`config.mk`:
```
export PLATFORM = sky130hd
export DESIGN_NAME = stopwatch_ctrl
export DESIGN_NICKNAME = d
export VERILOG_FILES = /design/src/rtl/stopwatch_ctrl_pkg.sv /design/src/rtl/stopwatch_ctrl_tick_gen.sv /design/src/rtl/stopwatch_ctrl.sv
export SDC_FILE = /design/constraint.sdc
export NUM_CORES = 1
export LEC_CHECK = 0
export ABC_AREA = 1
export CAP_MARGIN = 20
export CORE_AREA = 2 2 86 63
export DETAILED_ROUTE_END_ITERATION = 16
export DIE_AREA = 0 0 88 65
export GPL_TIMING_DRIVEN = 0
export MAX_ROUTING_LAYER = met4
export PLACE_DENSITY_LB_ADDON = 0.3
export SLEW_MARGIN = 0
export SYNTH_ARGS = -nofsm -noshare
export SYNTH_HDL_FRONTEND = slang
export SYNTH_SLANG_ARGS = --single-unit
export TNS_END_PERCENT = 10
```
`constraint.sdc`:
```
create_clock -name clock -period 1.8 [get_ports clock]
set_clock_uncertainty 0.15 [all_clocks]
set_input_delay 0.36 -clock clock [delete_from_list [all_inputs] [get_ports clock]]
set_output_delay 0.36 -clock clock [all_outputs]
set_load 0.02 [all_outputs]
```
`src/rtl/stopwatch_ctrl_pkg.sv`:
```
// Shared state encoding and default sizing for the stopwatch sequencer.
package stopwatch_ctrl_pkg;

  typedef enum logic [1:0] {
    IDLE  = 2'd0,
    RUN   = 2'd1,
    PAUSE = 2'd2,
    ALARM = 2'd3
  } state_t;

  localparam int DEF_PRESCALE = 10;
  localparam int DEF_WIDTH    = 16;

endpackage

```
`src/rtl/stopwatch_ctrl_tick_gen.sv`:
```
// Prescaler: advances on enabled cycles and flags the cycle it wraps from PRESCALE-1.
// Holding enable low freezes the phase so pause/resume loses no partial period.
module tick_gen #(
  parameter int PRESCALE = 10
) (
  input  logic clock,
  input  logic reset,
  input  logic enable,
  input  logic clear,
  output logic tick
);

  localparam int PW = $clog2(PRESCALE);
  localparam logic [PW-1:0] LAST = PW'(PRESCALE - 1);

  logic [PW-1:0] phase;

  assign tick = enable && (phase == LAST);

  always_ff @(posedge clock) begin
    if (reset || clear) begin
      phase <= '0;
    end else if (enable) begin
      phase <= (phase == LAST) ? '0 : phase + PW'(1);
    end
  end

endmodule

```
`src/rtl/stopwatch_ctrl.sv`:
```
// Stopwatch sequencer: button edges drive IDLE/RUN/PAUSE/ALARM and pace the external counter.
// All outputs are registered; actions take effect the cycle after the button edge.
module stopwatch_ctrl
  import stopwatch_ctrl_pkg::*;
#(
  parameter int PRESCALE = DEF_PRESCALE,
  parameter int WIDTH    = DEF_WIDTH
) (
  input  logic             clock,
  input  logic             reset,
  input  logic             start_stop,
  input  logic             clear,
  input  logic             lap,
  input  logic [WIDTH-1:0] target,
  input  logic [WIDTH-1:0] count,
  output logic             cnt_en,
  output logic             cnt_rst,
  output logic [WIDTH-1:0] lap_value,
  output logic             lap_valid,
  output logic             running,
  output logic             alarm
);

  state_t state, state_nxt;
  logic   ss_prev, clr_prev, lap_prev;
  logic   ss_edge, clr_edge, lap_edge;
  logic   alarm_hit, do_ss, do_lap, tick;

  assign ss_edge  = start_stop & ~ss_prev;
  assign clr_edge = clear & ~clr_prev;
  assign lap_edge = lap & ~lap_prev;

  // Clear outranks everything; an alarm match outranks start_stop and lap.
  always_comb begin
    alarm_hit = (state == RUN) && (target != '0) && (count == target) && !clr_edge;
    do_ss     = ss_edge && !clr_edge && !alarm_hit;
    do_lap    = lap_edge && !clr_edge && !ss_edge && !alarm_hit &&
                ((state == RUN) || (state == PAUSE));
  end

  always_comb begin
    state_nxt = state;
    case (state)
      IDLE:  if (clr_edge) state_nxt = IDLE;
             else if (do_ss) state_nxt = RUN;
      RUN:   if (clr_edge) state_nxt = RUN;
             else if (alarm_hit) state_nxt = ALARM;
             else if (do_ss) state_nxt = PAUSE;
      PAUSE: if (clr_edge) state_nxt = IDLE;
             else if (do_ss) state_nxt = RUN;
      ALARM: if (clr_edge) state_nxt = IDLE;
      default: state_nxt = IDLE;
    endcase
  end

  tick_gen #(.PRESCALE(PRESCALE)) u_tick_gen (
    .clock  (clock),
    .reset  (reset),
    .enable ((state == RUN) && !alarm_hit),
    .clear  (clr_edge),
    .tick   (tick)
  );

  always_ff @(posedge clock) begin
    if (reset) begin
      state     <= IDLE;
      ss_prev   <= 1'b0;
      clr_prev  <= 1'b0;
      lap_prev  <= 1'b0;
      cnt_en    <= 1'b0;
      cnt_rst   <= 1'b0;
      lap_value <= '0;
      lap_valid <= 1'b0;
      running   <= 1'b0;
      alarm     <= 1'b0;
    end else begin
      state     <= state_nxt;
      ss_prev   <= start_stop;
      clr_prev  <= clear;
      lap_prev  <= lap;
      cnt_en    <= tick && !clr_edge;
      cnt_rst   <= clr_edge;
      lap_valid <= do_lap;
      if (do_lap) begin
        lap_value <= count;
      end
      running   <= (state_nxt == RUN);
      alarm     <= (state_nxt == ALARM);
    end
  end

endmodule
```
-- Word-level counts from Yosys, hierarchy flattened
Cells that the tools add are included.
- add/sub/neg operators: 1
- reduce and logical (&&, ||, !) cells: 20
- equality and inequality tests: 7
- multiplexer cells: 8
- bitwise operators: 6
- operators with widths (kind ; count):
    16-bit == test ; 1
    16-bit nonzero test ; 1
    1-bit logical AND ; 12
    2-bit 2-to-1 mux ; 6
    2-bit == test (second input constant) ; 3
    2-bit case mux with 3 select lines ; 1
    4-bit by 1-bit adder with 4-bit output (second input constant) ; 1
    2-bit by 1-bit == test with 1-bit output (second input constant) ; 2
    4-bit == test (second input constant) ; 1
    4-bit 2-to-1 mux ; 1
    1-bit AND ; 3
    1-bit logical NOT ; 3
    1-bit NOT ; 3
    2-bit logical NOT ; 1
    1-bit logical OR ; 2
    2-bit OR reduction ; 1
- register bits after elaboration: 30
- output and inout bits: 21
- bits of input ports: 37
- logic and storage cells: 53

-- Depth between registers and ports, before layout
Gate-level depths: netlist (run 1).
- depth after elaboration: 11
- depth in mapped cells: 14
- depth with buffers taken out: 13

-- Cells and area by module
Synthesis (run 1) repeated with hierarchy kept, for this count alone.
- cells, all modules: 318
- area, all modules: 1839.3 um^2
- by module, submodules not included (module ; cells an instance ; sequential area each (um^2) ; area each (um^2) ; instances):
    stopwatch_ctrl ; 289 ; 520.5 ; 1644.1 ; 1
    tick_gen ; 29 ; 80.1 ; 195.2 ; 1

-- Worst setup path before layout (run 1)
Ideal clock, no wire load.
- kind: register to register
- start point: register state[0]
- end point: register lap_value[0]
- buffers on the path: 1
- setup slack: -0.068 ns
- arrival time: 1.609 ns
- setup time: 0.109 ns
- stages on the path, launching flop included: 9
- required time: 1.541 ns
- clock period less this slack: 1.868 ns
- cells stage by stage: dfxtp_1 inv_1 ha_1 nand2_1 nor3_2 buf_2 nand3_1 nand2_1 nor2_2
- longest elaborated chain between the ends: 7
- elaborated cells on any way between the ends: 9
- those cells by class: eq/ne: 2; reduce/logical: 7
- ends and longest elaborated chain (item ; line ; RTL):
    start: declaration ; stopwatch_ctrl.sv:24 ; state_t state, state_nxt;
    start signal: assignment ; stopwatch_ctrl.sv:77 ; state <= state_nxt;
    2-bit by 1-bit == test with 1-bit output ; stopwatch_ctrl.sv:35, stopwatch_ctrl.sv:38 ;
    1-bit logical AND (3 in series) ; stopwatch_ctrl.sv:35 ; alarm_hit = (state == RUN) && (target != '0) && (count == target) && !clr_edge;
    1-bit logical NOT ; stopwatch_ctrl.sv:37 ; do_lap = lap_edge && !clr_edge && !ss_edge && !alarm_hit &&
    1-bit logical AND ; stopwatch_ctrl.sv:37 ;
    1-bit logical AND (*) ; stopwatch_ctrl.sv:37 ;
    end signal: assignment ; stopwatch_ctrl.sv:85 ; lap_value <= count;
    end: declaration ; stopwatch_ctrl.sv:18 ; output logic [WIDTH-1:0] lap_value,
Every way passes the cells marked *; elsewhere a longest branch is shown, timed or not.
A chain may end at the register's enable or synchronous reset.

-- Worst setup path in the final report (run 1)
- start point: register state[1]
- end point: register lap_value[1]
The elaborated chain is that of the path after synthesis.

==> results of run 1 <==
[kinds of logic after synthesis]
kind of cell             Yosys count
buffers and inverters             88
AO/OA/AOI/OAI                      9
AND/OR/NAND/NOR                  184
flip-flops                        30
adder cells (fa/ha/maj)            5
[stage by stage]
stage	TNS [ns]	util	setup slack (ns)	power (mW)	cell area, µm²
floorplan	0	-	0.0210	0.964	1890
global placement	-10.66	0.510	-0.521	1.13	2540
detailed placement	-11.50	0.510	-0.550	1.14	2540
CTS	0	0.574	0.00463	1.75	2860
global route	-1.96	0.598	-0.116	1.88	2980
finish	-0.197	0.598	-0.0400	1.79	2980
[layer usage]
metal | up-vias | GRT usage
li1 | 1086 | -
met1 | 898 | 0.251
met2 | 40 | 0.310
met3 | 8 | 0.0408
met4 | 0 | 0.0635
met5 | - | -
[flip-flops by register name, indices dropped and copies added, names as in the netlist]
signal            flops
clr_prev              1
lap_value            16
ss_prev               1
cnt_en                1
running               1
state                 2
alarm                 1
lap_valid             1
lap_prev              1
u_tick_gen.phase      4
cnt_rst               1
[power breakdown]
group,internal (mW),switching (mW)
registers,0.695,0.0207
logic,0.229,0.261
clock network,0.308,0.271
total,1.23,0.553
[worst max-delay path: stages (launching register included)]
cell	delay [ns]
dfxtp_2	0.33
inv_4	0.09
ha_4	0.14
nand2_2	0.04
nor2_1	0.09
nand2_1	0.07
nor2_2	0.11
nand3_2	0.11
nand2_2	0.09
inv_4	0.06
buf_12	0.13
clkbuf_16	0.15
nand3_4	0.05
nand2_2	0.06
nor2_2	0.10
[path summary, 6_finish.rpt]
path | endpoint | slack [ns] | depth (start not counted)
setup / recovery | lap_value[1] | -0.04 | 14
hold reg to reg | u_tick_gen.phase[2] | 0.33 | 2
setup reg to reg | lap_value[1] | -0.04 | 14
hold / removal | clr_prev | 0.28 | 3
[repair_timing]
item | 4_1_cts | 5_1_grt
gates cloned | 1 | 1
buffers inserted | 21 | 1
setup endpoints to repair | 23 | 25
resized for setup | 51 | 22
pin swaps | 16 | 14
[area by class of cell]
type / count / area share
Multi-Input combinational cell: 198 / 0.347
Timing Repair Buffer: 80 / 0.261
Sequential cell: 30 / 0.203
Inverter: 83 / 0.110
Tap cell: 72 / 0.0302
Clock buffer: 7 / 0.0290
Buffer: 5 / 0.0172
Clock inverter: 1 / 0.00168
[layout by cell type (no fill, tap or decap), types with 2 or more instances in the layout]
master	count
inv_4	3
nand2_4	2
clkdlybuf4s50_1	22
dlygate4sd2_1	33
inv_1	70
clkbuf_8	6
dfxtp_1	28
ha_1	3
nor2_2	11
buf_6	4
nor2_1	39
a21oi_1	4
ha_4	2
clkinv_1	3
clkinv_2	8
nand3_1	16
clkbuf_1	2
nand3_2	7
nand2_1	84
nor3_1	2
nand2_2	17
nor4_1	2
buf_12	3
buf_4	17
==> flow_summary.yaml, run 1 <==
flow_run:
  maxCapViolations: 0
detailed_routing:
  via_per_inst: 4.27
  top_layer: "met4"
  wl_per_cell_um: 11.1
  wl_met1_um: 2650
  drc: 0
  vias: 2032
  wl_met3_um: 190
  totalWireLength_um: 5290
  ant_nets: 0
  dr.first_iter.drc_count: 105
  wl_met2_um: 2360
  dr.pass1.iters: 5
clock_tree:
  ctsHoldBuffers: 0
  path_clk_slew_ns: 0.07
  h-tree-depth: 2
  clockBufferDepth: 2
  cts-buffers-inserted: 5
  clock_latency_ns: 0.29
  root_buffer: "clkbuf_8"
  clock-sinks: 30
  cts_tree: "done"
synthesis:
  synth.net_count: 358
  synth_xor_xnor_area_share: 0
  synth_edf_count: 0
  syn_avg_cell_area_um2: 5.96
  synth.yosys.seq_area_share: 0.319
  synth_top_area_cell: "dfxtp_1"
  synthTopCellsByArea: "dfxtp_1 (32%), nand2_1 (18%), inv_1 (14%)"
  synthArstFlopShare: 0
  syn_inst: 316
  synth_ff_type: "dfxtp_1"
  netlist_area_um2: 1880
  ys_warn_count: 0
  synth.most_common_cell: "nand2_1"
  synthSimpleGateAreaFrac: 0.425
  muxShareOfSynthArea: 0
  synth_top_family_by_area: "simple AND/OR/NAND/NOR gates"
  yosys.area.top_type_share: 0.319
  synthDistinctLibCells: 26
  synthAdderAreaFrac: 0.0332
  yosys-top-cells-count: "nand2_1 (92), inv_1 (72), nor2_1 (41)"
  ys_ff_latch: 30
  synth_compound_area_frac: 0.0279
grt:
  track_usage: 0.196
  grt_pass1_vias: 1934
  grt_antenna_before_repair: 0
  grt_first_pass_wirelength_um: 8400
  grt_max_degree: 11
  overflow: 0
placement:
  globalplace.congestion: 0.901
  dp_hpwl_um: 3480
  place_inst: 444
  port_buffers: 56
die:
  dieArea_um2: 5720
  die_h_um: 65
  pin_count: 58
  start_util: 0.378
  rows: 22
  die_w_um: 88
  core_area_um2: 4980
setup_path:
  cp-end-kind: "register"
  cp_data_arrival_time_ns: 1.93
  rr_startpoint: "state[1]"
  critical_path.startpoint_type: "register"
  required_ns: 1.89
  path_max_fanout: 5
  crit_type: "reg2reg"
  startpoint: "state[1]"
final_layout:
  multi_input_area_um2: 1040
  register_area_um2: 606
  drive_gt1_frac: 0.223
  areaGrowthSynthToFinish_pct: 58.3
  fin_cells: 476
  num_antenna_cells: 0
  nets: 445
  n_fill_cell: 490
outcome:
  outcome: "finished with violations"
  violations: "negative setup slack"
power_and_ir_drop:
  p_leak_nw: 1.53
  pwr_density_cell_nw_per_um2: 599
  ir_drop_uv: 310
timing:
  rsz0062_at_grt: "true"
  timing.hold.ws_ns: 0.282
  period_needed_ns: 1.84
  finalWorstSetupSlack_ns: -0.0400
  finalCritPeriodShare: 1.02
  hold_viol: 0
  slew_viol_final: 0
  fmax_mhz: 543
  max_slew.worst_pin.slew_ns: 0.482
  slew_headroom: 0.679
  setup_viol: 10
min_path:
  min_path_type: "in2reg"
  holdCritStartpoint: "clear"
No activity file was read; power rests on OpenSTA's default activity.
==> inputs of run 2 (changes only) <==
--- a/config.mk
+++ b/config.mk
@@ -8,6 +8,7 @@
 export ABC_AREA = 1
 export CAP_MARGIN = 20
 export CORE_AREA = 2 2 86 63
+export CTS_CLUSTER_SIZE = 24
 export DETAILED_ROUTE_END_ITERATION = 16
 export DIE_AREA = 0 0 88 65
 export GPL_TIMING_DRIVEN = 0
==> results of run 2 <==
Same layout as run 1: the final DEF is identical, and so are final timing and power.
